`config.mk`:
```
export PLATFORM = sky130hd
export DESIGN_NAME = board_move_writer_flat
export DESIGN_NICKNAME = d
export VERILOG_FILES = /design/src/rtl/board_move_writer_if.sv /design/src/rtl/board_move_writer.sv /design/src/flat_wrapper.sv
export SDC_FILE = /design/constraint.sdc
export NUM_CORES = 1
export LEC_CHECK = 0
export CAP_MARGIN = 20
export CORE_MARGIN = 5
export CORE_UTILIZATION = 25
export DETAILED_ROUTE_END_ITERATION = 8
export GPL_ROUTABILITY_DRIVEN = 1
export PLACE_DENSITY = 0.45
export SYNTH_ARGS = -nofsm -noshare
export SYNTH_HDL_FRONTEND = slang
export SYNTH_SLANG_ARGS = --single-unit
```
`constraint.sdc`:
```
create_clock -name clk -period 4.3 [get_ports clk]
set_input_delay 0.86 -clock clk [delete_from_list [all_inputs] [get_ports clk]]
set_output_delay 0.86 -clock clk [all_outputs]
set_load 0.05 [all_outputs]
```
`src/rtl/board_move_writer_if.sv`:
```
// Move-request and board-state bundle between the game controller and board_move_writer.
// master drives requests and observes the board; slave is the board writer itself.
interface board_move_writer_if #(
  parameter int CELLS  = 9,
  parameter int IDX_W  = 4,
  parameter int CODE_W = 2
);
  logic                    clear;
  logic                    move_valid;
  logic [IDX_W-1:0]        move_idx;
  logic                    move_ready;
  logic                    move_done;
  logic                    move_err;
  logic                    turn;
  logic [CELLS*CODE_W-1:0] board;
  logic                    game_over;
  logic [CODE_W-1:0]       winner;

  modport master (
    output clear, move_valid, move_idx,
    input  move_ready, move_done, move_err, turn, board, game_over, winner
  );

  modport slave (
    input  clear, move_valid, move_idx,
    output move_ready, move_done, move_err, turn, board, game_over, winner
  );
endinterface

```
`src/rtl/board_move_writer.sv`:
```
// Board write side: validates one move per handshake and writes the player's code into the cell.
// Define BOARD_WIN_DETECT_EN to latch win/draw results and reject moves once the game is over.
module board_move_writer #(
  parameter int CELLS  = 9,
  parameter int IDX_W  = 4,
  parameter int CODE_W = 2
) (
  input logic                clk,
  input logic                reset,
  board_move_writer_if.slave bus
);

  typedef enum logic [1:0] {IDLE, CHECK, WRITE, RESP} state_e;

  localparam logic [CODE_W-1:0] CODE_X = CODE_W'(1);
  localparam logic [CODE_W-1:0] CODE_O = CODE_W'(2);

  state_e                  state_q, state_d;
  logic [IDX_W-1:0]        idx_q, idx_d;
  logic                    chk_q, chk_d;
  logic                    err_q, err_d;
  logic [CELLS*CODE_W-1:0] board_q, board_d;
  logic                    turn_q, turn_d;
  logic                    done_q, done_d;
  logic                    rej_q, rej_d;
  logic                    over_q, over_d;
  logic [CODE_W-1:0]       win_q, win_d;

  logic                    occupied;
  logic                    illegal;
  logic [CELLS*CODE_W-1:0] board_wr;

`ifdef BOARD_WIN_DETECT_EN
  localparam int unsigned LINES [8][3] = '{
    '{0, 1, 2}, '{3, 4, 5}, '{6, 7, 8},
    '{0, 3, 6}, '{1, 4, 7}, '{2, 5, 8},
    '{0, 4, 8}, '{2, 4, 6}
  };

  function automatic logic [CODE_W-1:0] line_winner(input logic [CELLS*CODE_W-1:0] b);
    logic [CODE_W-1:0] w;
    logic [CODE_W-1:0] c0, c1, c2;
    w = '0;
    for (int l = 0; l < 8; l++) begin
      c0 = b[CODE_W*LINES[l][0] +: CODE_W];
      c1 = b[CODE_W*LINES[l][1] +: CODE_W];
      c2 = b[CODE_W*LINES[l][2] +: CODE_W];
      if (c0 != '0 && c0 == c1 && c1 == c2) w = c0;
    end
    return w;
  endfunction

  function automatic logic board_full(input logic [CELLS*CODE_W-1:0] b);
    logic full;
    full = 1'b1;
    for (int i = 0; i < CELLS; i++)
      if (b[CODE_W*i +: CODE_W] == '0) full = 1'b0;
    return full;
  endfunction
`endif

  // Legality of the captured index, and the board as it would look after writing it.
  always_comb begin
    occupied = 1'b0;
    board_wr = board_q;
    for (int i = 0; i < CELLS; i++) begin
      if (int'(idx_q) == i) begin
        if (board_q[CODE_W*i +: CODE_W] != '0) occupied = 1'b1;
        board_wr[CODE_W*i +: CODE_W] = turn_q ? CODE_O : CODE_X;
      end
    end
`ifdef BOARD_WIN_DETECT_EN
    illegal = (int'(idx_q) >= CELLS) || occupied || over_q;
`else
    illegal = (int'(idx_q) >= CELLS) || occupied;
`endif
  end

  // NOTE: every always_comb output gets a default first so no path leaves it unassigned (no latches).
  always_comb begin
    state_d = state_q;
    idx_d   = idx_q;
    chk_d   = chk_q;
    err_d   = err_q;
    board_d = board_q;
    turn_d  = turn_q;
    over_d  = over_q;
    win_d   = win_q;
    done_d  = 1'b0;
    rej_d   = 1'b0;

    case (state_q)
      IDLE: begin
        if (bus.move_valid) begin
          idx_d   = bus.move_idx;
          chk_d   = 1'b0;
          state_d = CHECK;
        end
      end
      // First CHECK cycle registers the verdict; the second acts on it.
      CHECK: begin
        if (!chk_q) begin
          err_d = illegal;
          chk_d = 1'b1;
        end else if (err_q) begin
          rej_d   = 1'b1;
          state_d = RESP;
        end else begin
          state_d = WRITE;
        end
      end
      WRITE: begin
        board_d = board_wr;
        turn_d  = ~turn_q;
        done_d  = 1'b1;
        state_d = RESP;
`ifdef BOARD_WIN_DETECT_EN
        if (line_winner(board_wr) != '0) begin
          over_d = 1'b1;
          win_d  = line_winner(board_wr);
        end else if (board_full(board_wr)) begin
          over_d = 1'b1;
          win_d  = '0;
        end
`else
        over_d = 1'b0;
        win_d  = '0;
`endif
      end
      RESP:    state_d = IDLE;
      default: state_d = IDLE;
    endcase

    // New-game request overrides whatever the FSM was doing, including an incoming handshake.
    if (bus.clear) begin
      state_d = IDLE;
      chk_d   = 1'b0;
      err_d   = 1'b0;
      board_d = '0;
      turn_d  = 1'b0;
      over_d  = 1'b0;
      win_d   = '0;
      done_d  = 1'b0;
      rej_d   = 1'b0;
    end
  end

  // NOTE: sequential state uses non-blocking assignments so all registers update together at the edge.
  always_ff @(posedge clk) begin
    if (reset) begin
      state_q <= IDLE;
      idx_q   <= '0;
      chk_q   <= 1'b0;
      err_q   <= 1'b0;
      board_q <= '0;
      turn_q  <= 1'b0;
      done_q  <= 1'b0;
      rej_q   <= 1'b0;
      over_q  <= 1'b0;
      win_q   <= '0;
    end else begin
      state_q <= state_d;
      idx_q   <= idx_d;
      chk_q   <= chk_d;
      err_q   <= err_d;
      board_q <= board_d;
      turn_q  <= turn_d;
      done_q  <= done_d;
      rej_q   <= rej_d;
      over_q  <= over_d;
      win_q   <= win_d;
    end
  end

  assign bus.move_ready = (state_q == IDLE);
  assign bus.move_done  = done_q;
  assign bus.move_err   = rej_q;
  assign bus.turn       = turn_q;
  assign bus.board      = board_q;
  assign bus.game_over  = over_q;
  assign bus.winner     = win_q;

endmodule

```
`src/flat_wrapper.sv`:
```
// flat-port wrapper written by rule: the top's interface ports become plain ports
module board_move_writer_flat 
#(
  parameter int CELLS  = 9,
  parameter int IDX_W  = 4,
  parameter int CODE_W = 2
)
  (clk, reset, bus_clear, bus_move_valid, bus_move_idx, bus_move_ready, bus_move_done, bus_move_err, bus_turn, bus_board, bus_game_over, bus_winner);
  board_move_writer_if #(.CELLS(CELLS), .IDX_W(IDX_W), .CODE_W(CODE_W)) bus_i ();
  input logic clk;
  input logic reset;
  input wire logic [$bits(bus_i.clear)-1:0] bus_clear;
  input wire logic [$bits(bus_i.move_valid)-1:0] bus_move_valid;
  input wire logic [$bits(bus_i.move_idx)-1:0] bus_move_idx;
  output wire logic [$bits(bus_i.move_ready)-1:0] bus_move_ready;
  output wire logic [$bits(bus_i.move_done)-1:0] bus_move_done;
  output wire logic [$bits(bus_i.move_err)-1:0] bus_move_err;
  output wire logic [$bits(bus_i.turn)-1:0] bus_turn;
  output wire logic [$bits(bus_i.board)-1:0] bus_board;
  output wire logic [$bits(bus_i.game_over)-1:0] bus_game_over;
  output wire logic [$bits(bus_i.winner)-1:0] bus_winner;
  assign bus_i.clear = bus_clear;
  assign bus_i.move_valid = bus_move_valid;
  assign bus_i.move_idx = bus_move_idx;
  assign bus_move_ready = bus_i.move_ready;
  assign bus_move_done = bus_i.move_done;
  assign bus_move_err = bus_i.move_err;
  assign bus_turn = bus_i.turn;
  assign bus_board = bus_i.board;
  assign bus_game_over = bus_i.game_over;
  assign bus_winner = bus_i.winner;
  board_move_writer #(.CELLS(CELLS), .IDX_W(IDX_W), .CODE_W(CODE_W)) u_core (.clk(clk), .reset(reset), .bus(bus_i));
endmodule
```
==> results of run 1 <==
## cell usage after synthesis, types with 4 or more instances
cell and n:
sky130_fd_sc_hd__dfxtp_1 29, sky130_fd_sc_hd__buf_4 5, sky130_fd_sc_hd__buf_2 7, sky130_fd_sc_hd__nor2_1 12, sky130_fd_sc_hd__a311oi_1 5, sky130_fd_sc_hd__a311oi_2 4
sky130_fd_sc_hd__nand3_1 12, sky130_fd_sc_hd__nand2_1 22, sky130_fd_sc_hd__inv_1 4, sky130_fd_sc_hd__a21oi_1 24, sky130_fd_sc_hd__nor3_1 4
## metal layers
metal | global-route usage (%) | up-vias
met5 | 0 | -
met4 | 4.460 | 0
met3 | 3.650 | 7
met2 | 13.98 | 35
met1 | 11.99 | 569
li1 | - | 611
## layout make-up
type	instances	area share, %
clock buffers	5	3.906
clock inverters	1	0.2841
well taps	72	5.114
inverters	4	0.8523
multi-input cells	117	40.41
flip-flops and latches	29	32.95
repair buffers	29	16.48
## flip-flops by register name (all words and copies together), names as in the netlist
name	flops
u_core.bus.move_done	1
u_core.idx_q	4
u_core.bus.turn	1
u_core.chk_q	1
u_core.state_q	2
u_core.bus.move_err	1
u_core.err_q	1
u_core.bus.board	18
## kinds of logic after synthesis
| logic type | after synthesis | share of synthesized area, % |
|---|---|---|
| and+or+nand+nor | 62 | 22.31 |
| AOI/OAI and AO/OA | 46 | 22.05 |
| DFF | 29 | 40.60 |
| buffers and inverters | 21 | 10.15 |
| adders and majority gates | 3 | 2.625 |
| muxes | 2 | 1.400 |
| other | 1 | 0.2622 |
| xor gates and xnor gates | 1 | 0.6125 |
## power breakdown
part / switching, W / internal, W
clock network: 0.0000962 / 0.000106
logic: 0.0000373 / 0.0000211
registers: 0.00000908 / 0.000273
## metrics by stage
step / instance area (um2) / cells / hold slack [ns] / setup slack, ns
floorplan: 1438 / 167 / 0.4351 / 2.477
global placement: 1688 / 251 / 0.4510 / 1.703
detailed placement: 1688 / 251 / 0.4530 / 1.702
CTS: 1762 / 257 / 0.4684 / 1.400
global route: 1762 / 257 / 0.4771 / 1.338
finish: 1762 / 257 / 0.4639 / 1.425
## worst paths after layout
path	cells after the start	slack, ns	to
worst min register to register	2	0.46	u_core.bus.move_err
worst min-delay path	2	0.46	u_core.bus.move_err
worst max-delay path	1	1.42	bus_turn
worst max register to register	6	2.41	u_core.bus.board[15]
==> results_dict.tcl, run 1 <==
set metrics [dict create \
    setup_tns_final_ns 0 \
    rsz_0062_raised_after_global_routing "false" \
    yosys.cell_types.count 39 \
    cts_hold_buf 0 \
    diodes 0 \
    setup_viol_count_final 0 \
    fin_total_pwr_w 0.0005425 \
    post_route_cells_drive_above_1_share_pct 8.108 \
    mappedNetlistArea_mm2 0.001430 \
    die_area_mm2 0.007333 \
    max-slew-margin-rel_pct 34.51 \
    antenna_left 0 \
    ir_drop_mv 0.07963 \
    route.detailed.vias_per_inst 4.755 \
    drc_errors 0 \
    maxCapViolCount 0 \
    period_needed_ns 2.875 \
    detailedPlacementHpwl_um 2442 \
    global_route.usage.total_pct 9.440 \
    postCtsSetupBuffers 0 \
    globalRoute.totalOverflow 0 \
    min_from "u_core.err_q" \
    critical_path_buf_inv_count 1 \
    synth_area_leaders "sky130_fd_sc_hd__dfxtp_1 (41%), sky130_fd_sc_hd__a21oi_1 (8.4%), sky130_fd_sc_hd__nand2_1 (5.8%), sky130_fd_sc_hd__nand3_1 (4.2%), sky130_fd_sc_hd__a311oi_2 (4.2%)" \
    mostFrequentLayoutCells "sky130_fd_sc_hd__clkdlybuf4s50_1 (29), sky130_fd_sc_hd__dfxtp_1 (29), sky130_fd_sc_hd__a21oi_1 (24)" \
    yosys_register_bits 29 \
    timing_worst_slew_pin_value_ns 0.9824 \
    finalHoldViolations 0 \
    vias_in_the_first_global_route 1162 \
    area_growth_syn_to_layout_pct 23.18 \
    synth_area_per_cell_um2 8.667 \
    path_cells "clkdlybuf4s50_1" \
    endpoint_kind "output port" \
    numPortBuffers 29 \
    route.top_layer_used "met4" \
    maxClockFrequency_ghz 0.3478 \
    seq_area_frac_synth_pct 40.59 \
    critical_path.startpoint_type "register" \
    ys.flop_type "sky130_fd_sc_hd__dfxtp_1" \
    area_of_combinational_cells_with_multiple_inputs_um2 711.9 \
    routed_length_on_met2_um 1500 \
    largest_net_degree_at_the_start_of_global_routing 26 \
    synth_enable_flop_cells 0 \
    routed-via-count 1222 \
    finClkSkew_ns 0.007826 \
    count_of_cells_resized_by_post_cts_repair 0 \
    worstSetupStartpoint "u_core.bus.turn" \
    wl_per_cell_um 13.10 \
    clk_pin_slew_worst_paths_ns 0.06 \
    worst_path_dominant_cell_family "buffers and inverters" \
    cts_tree "yes" \
    total_leakage_power_nw 0.5582 \
    power_density_mw_per_mm2 308.0 \
    wirelength_met1_um 1601 \
    clk_path_buf_depth 2 \
    cell_type_of_the_slowest_stage_on_the_worst_timing_path "sky130_fd_sc_hd__clkdlybuf4s50_1" \
    fp.coreArea_mm2 0.005540 \
    postSynthCellCount 165 \
    initial_utilization_pct 25.81 \
    gp_congestion 0.6660 \
    hp-class "register to register" \
    layout.nets 197 \
    drv_slew 0 \
    maximum_single_stage_delay_on_the_critical_path_ns 0.94 \
    critical_path_arrival_ns 2.02 \
    fillCellCount 609 \
    cts_htree_levels 2 \
    clkLatencyLatePin_ns 0.27 \
    yosysTopAreaCellShare_pct 40.59 \
    placementRows 27 \
    drt_first_iter_violations 43 \
    die-width_um 85.64 \
    cp.required_ns 3.44 \
    clkSinkCount 29 \
    worstSetupPathType "register to output port" \
    die_h_um 85.64 \
    drt_pre_antenna_iters 4 \
    final-seq-area_um2 580.6 \
    finalCritPeriodShare_pct 66.87 \
    i_o_pins 33 \
    asyncSetResetFlopFracSynth_pct 0 \
    timing.critical_path.fanout_max 20 \
    wire_length_of_the_first_global_routing_pass_um 5499 \
    postRouteWirelength_um 3367 \
    tritoncts.num_buffers 5 \
    met3_wirelength_from_detailed_routing_um 205 \
    synth_top_area_cell "sky130_fd_sc_hd__dfxtp_1" \
    final_util_pct 31.80 \
    grt_antenna_before_repair 0 \
    synth-warning-count 0 \
    worstReg2RegStart "u_core.state_q[0]" \
    cts.root.buffer_cell "sky130_fd_sc_hd__clkbuf_8" \
    run_status "complete, no violations" \
]
Power figures use the tool's default switching activity.
==> run 2: changes to the inputs <==
==> constraint.sdc (replaced) <==
create_clock -name clk -period 2.7 [get_ports clk]
set_input_delay 0.54 -clock clk [delete_from_list [all_inputs] [get_ports clk]]
set_output_delay 0.54 -clock clk [all_outputs]
set_load 0.05 [all_outputs]
==> run 2 against run 1 <==
Final cell count increased by 1.2%. Highest routed layer unchanged. Sequential cell count unchanged. Clock power increased by 74%. Worst setup slack got worse by 1.2 ns. Power increased by 65%. Largest power group unchanged. Non-clock buffer count increased by 2. Hold slack got worse by 0.0037 ns. First-iteration DRC count increased by 30%. Combinational power increased by 62%. Clock-buffer cell count increased by 2.
==> results_dict.tcl, run 2 (synthesis results as in run 1) <==
set metrics [dict create \
    placementRows 27 \
    mostFrequentLayoutCells "sky130_fd_sc_hd__clkdlybuf4s50_1 (29), sky130_fd_sc_hd__dfxtp_1 (29), sky130_fd_sc_hd__a21oi_1 (24)" \
    routed-via-count 1208 \
    timing.critical_path.fanout_max 9 \
    fillCellCount 611 \
    hold_slack_ns 0.4602 \
    detailedPlacementHpwl_um 2385 \
    drt_pre_antenna_iters 4 \
    route.detailed.vias_per_inst 4.646 \
    clkLatencyLatePin_ns 0.27 \
    ir_drop_mv 0.2298 \
    finalHoldViolations 0 \
    postCtsSetupBuffers 0 \
    wl_per_cell_um 12.67 \
    layout.nets 199 \
    vias_in_the_first_global_route 1172 \
    drv_slew 0 \
    worstReg2RegStart "u_core.state_q[0]" \
    initial_utilization_pct 25.81 \
    die_area_mm2 0.007333 \
    clk_pin_slew_worst_paths_ns 0.06 \
    endpoint_kind "output port" \
    final_cell_count_no_fill 260 \
    maxCapViolCount 0 \
    globalRoute.totalOverflow 0 \
    clkSinkCount 29 \
    count_of_cells_resized_by_post_cts_repair 0 \
    run_status "complete, no violations" \
    total_leakage_power_nw 0.5725 \
    grt_antenna_before_repair 0 \
    drc_errors 0 \
    finalCritPeriodShare_pct 89.85 \
    dp.cells 253 \
    min_from "u_core.err_q" \
    postLayoutCellArea_mm2 0.001789 \
    critical_path_arrival_ns 1.89 \
    wire_length_of_the_first_global_routing_pass_um 5423 \
    power_density_mw_per_mm2 499.5 \
    tritoncts.num_buffers 5 \
    maxClockFrequency_ghz 0.4122 \
    cp.required_ns 2.16 \
    setup_tns_final_ns 0 \
    drt_first_iter_violations 56 \
    cts_htree_levels 2 \
    die_h_um 85.64 \
    cts_tree "yes" \
    setup_viol_count_final 0 \
    area_growth_syn_to_layout_pct 25.11 \
    hp-class "register to register" \
    numPortBuffers 29 \
    diodes 0 \
    max-slew-margin-rel_pct 62.58 \
    post_route_cells_drive_above_1_share_pct 9.043 \
    worstSetupStartpoint "u_core.state_q[1]" \
    detailed_place.area_mm2 0.001703 \
    period_needed_ns 2.426 \
    finClkSkew_ns 0.003398 \
    fp.coreArea_mm2 0.005540 \
    i_o_pins 33 \
    cts_hold_buf 0 \
    clk_path_buf_depth 2 \
    largest_net_degree_at_the_start_of_global_routing 26 \
    critical_path.startpoint_type "register" \
    antenna_left 0 \
    die-width_um 85.64 \
    timing_worst_slew_pin_value_ns 0.5613 \
    rsz_0062_raised_after_global_routing "false" \
    largest_register_ffs 18 \
    postRouteWirelength_um 3294 \
    cts.root.buffer_cell "sky130_fd_sc_hd__clkbuf_8" \
    gp_congestion 0.6842 \
    worstSetupPathType "register to output port" \
    global_route.usage.total_pct 9.348 \
]
==> run 2: cell type report <==
| class | count | area, um2 | share of cell area (%) |
|---|---|---|---|
| clock buffers | 7 | 86.33 | 4.825 |
| inverters | 4 | 15.01 | 0.8392 |
| multi-input cells | 117 | 711.9 | 39.79 |
| flip-flops and latches | 29 | 580.6 | 32.45 |
| well taps | 72 | 90.09 | 5.035 |
| repair buffers | 31 | 305.3 | 17.06 |
==> run 2: worst paths after layout <==
check	end	slack [ns]	cells past startpoint
worst min register to register	u_core.bus.move_err	0.46	2
worst min-delay path	u_core.bus.move_err	0.46	2
worst max-delay path	bus_move_ready	0.27	3
worst max register to register	u_core.bus.board[10]	0.84	5
==> run 2: where the power goes <==
part           switching, W   total, W  internal, W
logic             0.0000596  0.0000942    0.0000346
clock network      0.000150   0.000352     0.000202
registers         0.0000132   0.000448     0.000435
==> run 2: critical path: stages, from the launching register on <==
cell                              delay, ns
sky130_fd_sc_hd__dfxtp_1               0.32
sky130_fd_sc_hd__inv_1                 0.10
sky130_fd_sc_hd__ha_1                  0.32
sky130_fd_sc_hd__clkdlybuf4s50_1       0.86
==> run 2: through the flow <==
step	worst slack [ns]	utilization [%]	total power [W]
after floorplan	1.175	-	0.0005320
after global placement	0.6029	30.74	0.0005499
after detailed placement	0.5630	30.74	0.0005517
after CTS	0.2580	32.29	0.0009099
after global routing	0.2068	32.29	0.0009393
final	0.2742	32.29	0.0008937
==> run 2: routing by layer <==
layer	GRT usage (%)	share of wire (%)	vias up	wire length, um
li1	-	-	614	-
met1	11.21	49	557	1598
met2	14.55	44	33	1437
met3	3.554	5.7	4	189
met4	4.748	2.1	0	68
met5	0	0	-	0
==> run 3: changes to the inputs <==
--- a/config.mk
+++ b/config.mk
@@ -5,12 +5,11 @@
 export SDC_FILE = /design/constraint.sdc
 export NUM_CORES = 1
 export LEC_CHECK = 0
-export CAP_MARGIN = 20
 export CORE_MARGIN = 5
-export CORE_UTILIZATION = 25
+export CORE_UTILIZATION = 49
 export DETAILED_ROUTE_END_ITERATION = 8
 export GPL_ROUTABILITY_DRIVEN = 1
-export PLACE_DENSITY = 0.45
+export PLACE_DENSITY = 0.77
 export SYNTH_ARGS = -nofsm -noshare
 export SYNTH_HDL_FRONTEND = slang
 export SYNTH_SLANG_ARGS = --single-unit
==> run 3 against run 2 <==
Maximum frequency decreased by 3.7%. Sequential cell count is the same. Die area shrank 44%. Combinational power grew 0.4%. Hold slack better by 0.0014 ns. Core utilization rose by 29 points. First-iteration DRC count decreased by 8.9%. Highest routed layer unchanged.
==> results_dict.tcl, run 3 (synthesis results as in run 1) <==
set metrics [dict create \
    maxClockFrequency_ghz 0.3972 \
    post_route_cells_drive_above_1_share_pct 9.043 \
    detailed_place.area_mm2 0.001652 \
    clk_pin_slew_worst_paths_ns 0.08 \
    rsz_0062_raised_after_global_routing "false" \
    ir_drop_mv 0.3665 \
    cp.required_ns 2.16 \
    finalCritPeriodShare_pct 93.25 \
    drc_errors 0 \
    routed-via-count 1249 \
    gp_congestion 0.7514 \
    endpoint_kind "output port" \
    drv_slew 0 \
    period_needed_ns 2.518 \
    cts_htree_levels 2 \
    worstSetupPathType "register to output port" \
    setup_tns_final_ns 0 \
    worst_path_dominant_cell_family "buffers and inverters" \
    run_status "complete, no violations" \
    critical_path_arrival_ns 1.98 \
    grt_antenna_before_repair 0 \
    maximum_single_stage_delay_on_the_critical_path_ns 0.86 \
    wl_per_cell_um 14.25 \
    clkSinkCount 29 \
    cts_hold_buf 0 \
    placementRows 19 \
    finalHoldViolations 0 \
    postCtsSetupBuffers 0 \
    setup_viol_count_final 0 \
    postRouteWirelength_um 3121 \
    die_area_mm2 0.004099 \
    final-seq-area_um2 580.6 \
    hp-class "register to register" \
    final_util_pct 61.36 \
    detailedPlacementHpwl_um 2228 \
    area_of_combinational_cells_with_multiple_inputs_um2 711.9 \
    timing.critical_path.fanout_max 9 \
    cts_tree "yes" \
    globalRoute.totalOverflow 0 \
    global_route.usage.total_pct 16.38 \
    hold_slack_ns 0.4616 \
    wire_length_of_the_first_global_routing_pass_um 5402 \
    vias_in_the_first_global_route 1203 \
    mostFrequentLayoutCells "sky130_fd_sc_hd__clkdlybuf4s50_1 (29), sky130_fd_sc_hd__dfxtp_1 (29), sky130_fd_sc_hd__a21oi_1 (24)" \
    largest_register_ffs 18 \
    cts.root.buffer_cell "sky130_fd_sc_hd__clkbuf_4" \
    finClkSkew_ns 0.005073 \
    fillCellCount 238 \
    antenna_left 0 \
    critical_path_buf_inv_count 2 \
    die-width_um 64.03 \
    layout.nets 199 \
    clkLatencyLatePin_ns 0.32 \
    fin_total_pwr_w 0.0008076 \
    path_cells "inv_1 -> ha_1 -> clkdlybuf4s50_1" \
    max-slew-margin-rel_pct 61.70 \
    timing_worst_slew_pin_value_ns 0.5746 \
    initial_utilization_pct 51.42 \
    diodes 0 \
    numPortBuffers 29 \
    fp.coreArea_mm2 0.002781 \
    power_density_mw_per_mm2 473.2 \
    largest_net_degree_at_the_start_of_global_routing 20 \
    cell_type_of_the_slowest_stage_on_the_worst_timing_path "sky130_fd_sc_hd__clkdlybuf4s50_1" \
    tritoncts.num_buffers 5 \
    die_h_um 64.03 \
    postLayoutCellArea_mm2 0.001707 \
    drt_pre_antenna_iters 4 \
    critical_path.startpoint_type "register" \
    drt_first_iter_violations 51 \
    maxCapViolCount 0 \
    count_of_cells_resized_by_post_cts_repair 0 \
    total_leakage_power_nw 0.5596 \
    route.detailed.vias_per_inst 5.703 \
    i_o_pins 33 \
    area_growth_syn_to_layout_pct 19.34 \
    clk_path_buf_depth 2 \
]
[run 3: cell counts in the layout (fill, tap and decap cells not counted)]
Identical to the previous run, type by type.
[run 3: layout make-up]
cell class	instances	share of cell area (%)
multi-input combinational	117	41.72
sequential	29	34.02
timing repair buffer	31	17.89
clock buffer	7	3.226
tap	31	2.273
inverter	4	0.8798
[run 3: tightest hold or removal path: stages (launching register included)]
cell and delay, ns:
sky130_fd_sc_hd__dfxtp_1 0.32, sky130_fd_sc_hd__nand3_1 0.07, sky130_fd_sc_hd__nor2_1 0.04
[run 3: through the flow]
| stage | setup WS [ns] | std cells |
|---|---|---|
| finish | 0.1822 | 219 |
| global route | 0.06007 | 219 |
| CTS | 0.1808 | 219 |
| detailed placement | 0.5396 | 212 |
| global placement | 0.6254 | 212 |
| floorplan | 1.175 | 167 |
[run 3: worst paths after layout]
kind / startpoint / end / slack [ns] / cells past startpoint
worst max register to register: u_core.state_q[0] / u_core.bus.board[8] / 0.78 / 5
worst min register to register: u_core.err_q / u_core.bus.move_err / 0.46 / 2
worst max-delay path: u_core.state_q[1] / bus_move_ready / 0.18 / 3
worst min-delay path: u_core.err_q / u_core.bus.move_err / 0.46 / 2
[run 3: power by group]
| group | switching (W) | internal, W | leakage, nW |
|---|---|---|---|
| clock network | 0.000143 | 0.000123 | 0.0314 |
| registers | 0.0000133 | 0.000434 | 0.234 |
| logic | 0.0000600 | 0.0000347 | 0.294 |
[run 3: routing by layer]
layer | global-route usage [%] | share of wire [%] | vias up
met1 | 18.64 | 43 | 594
met2 | 26.63 | 48 | 30
met3 | 6.480 | 6.7 | 7
met4 | 7.792 | 1.9 | 0
met5 | 0 | 0 | -
li1 | - | - | 618
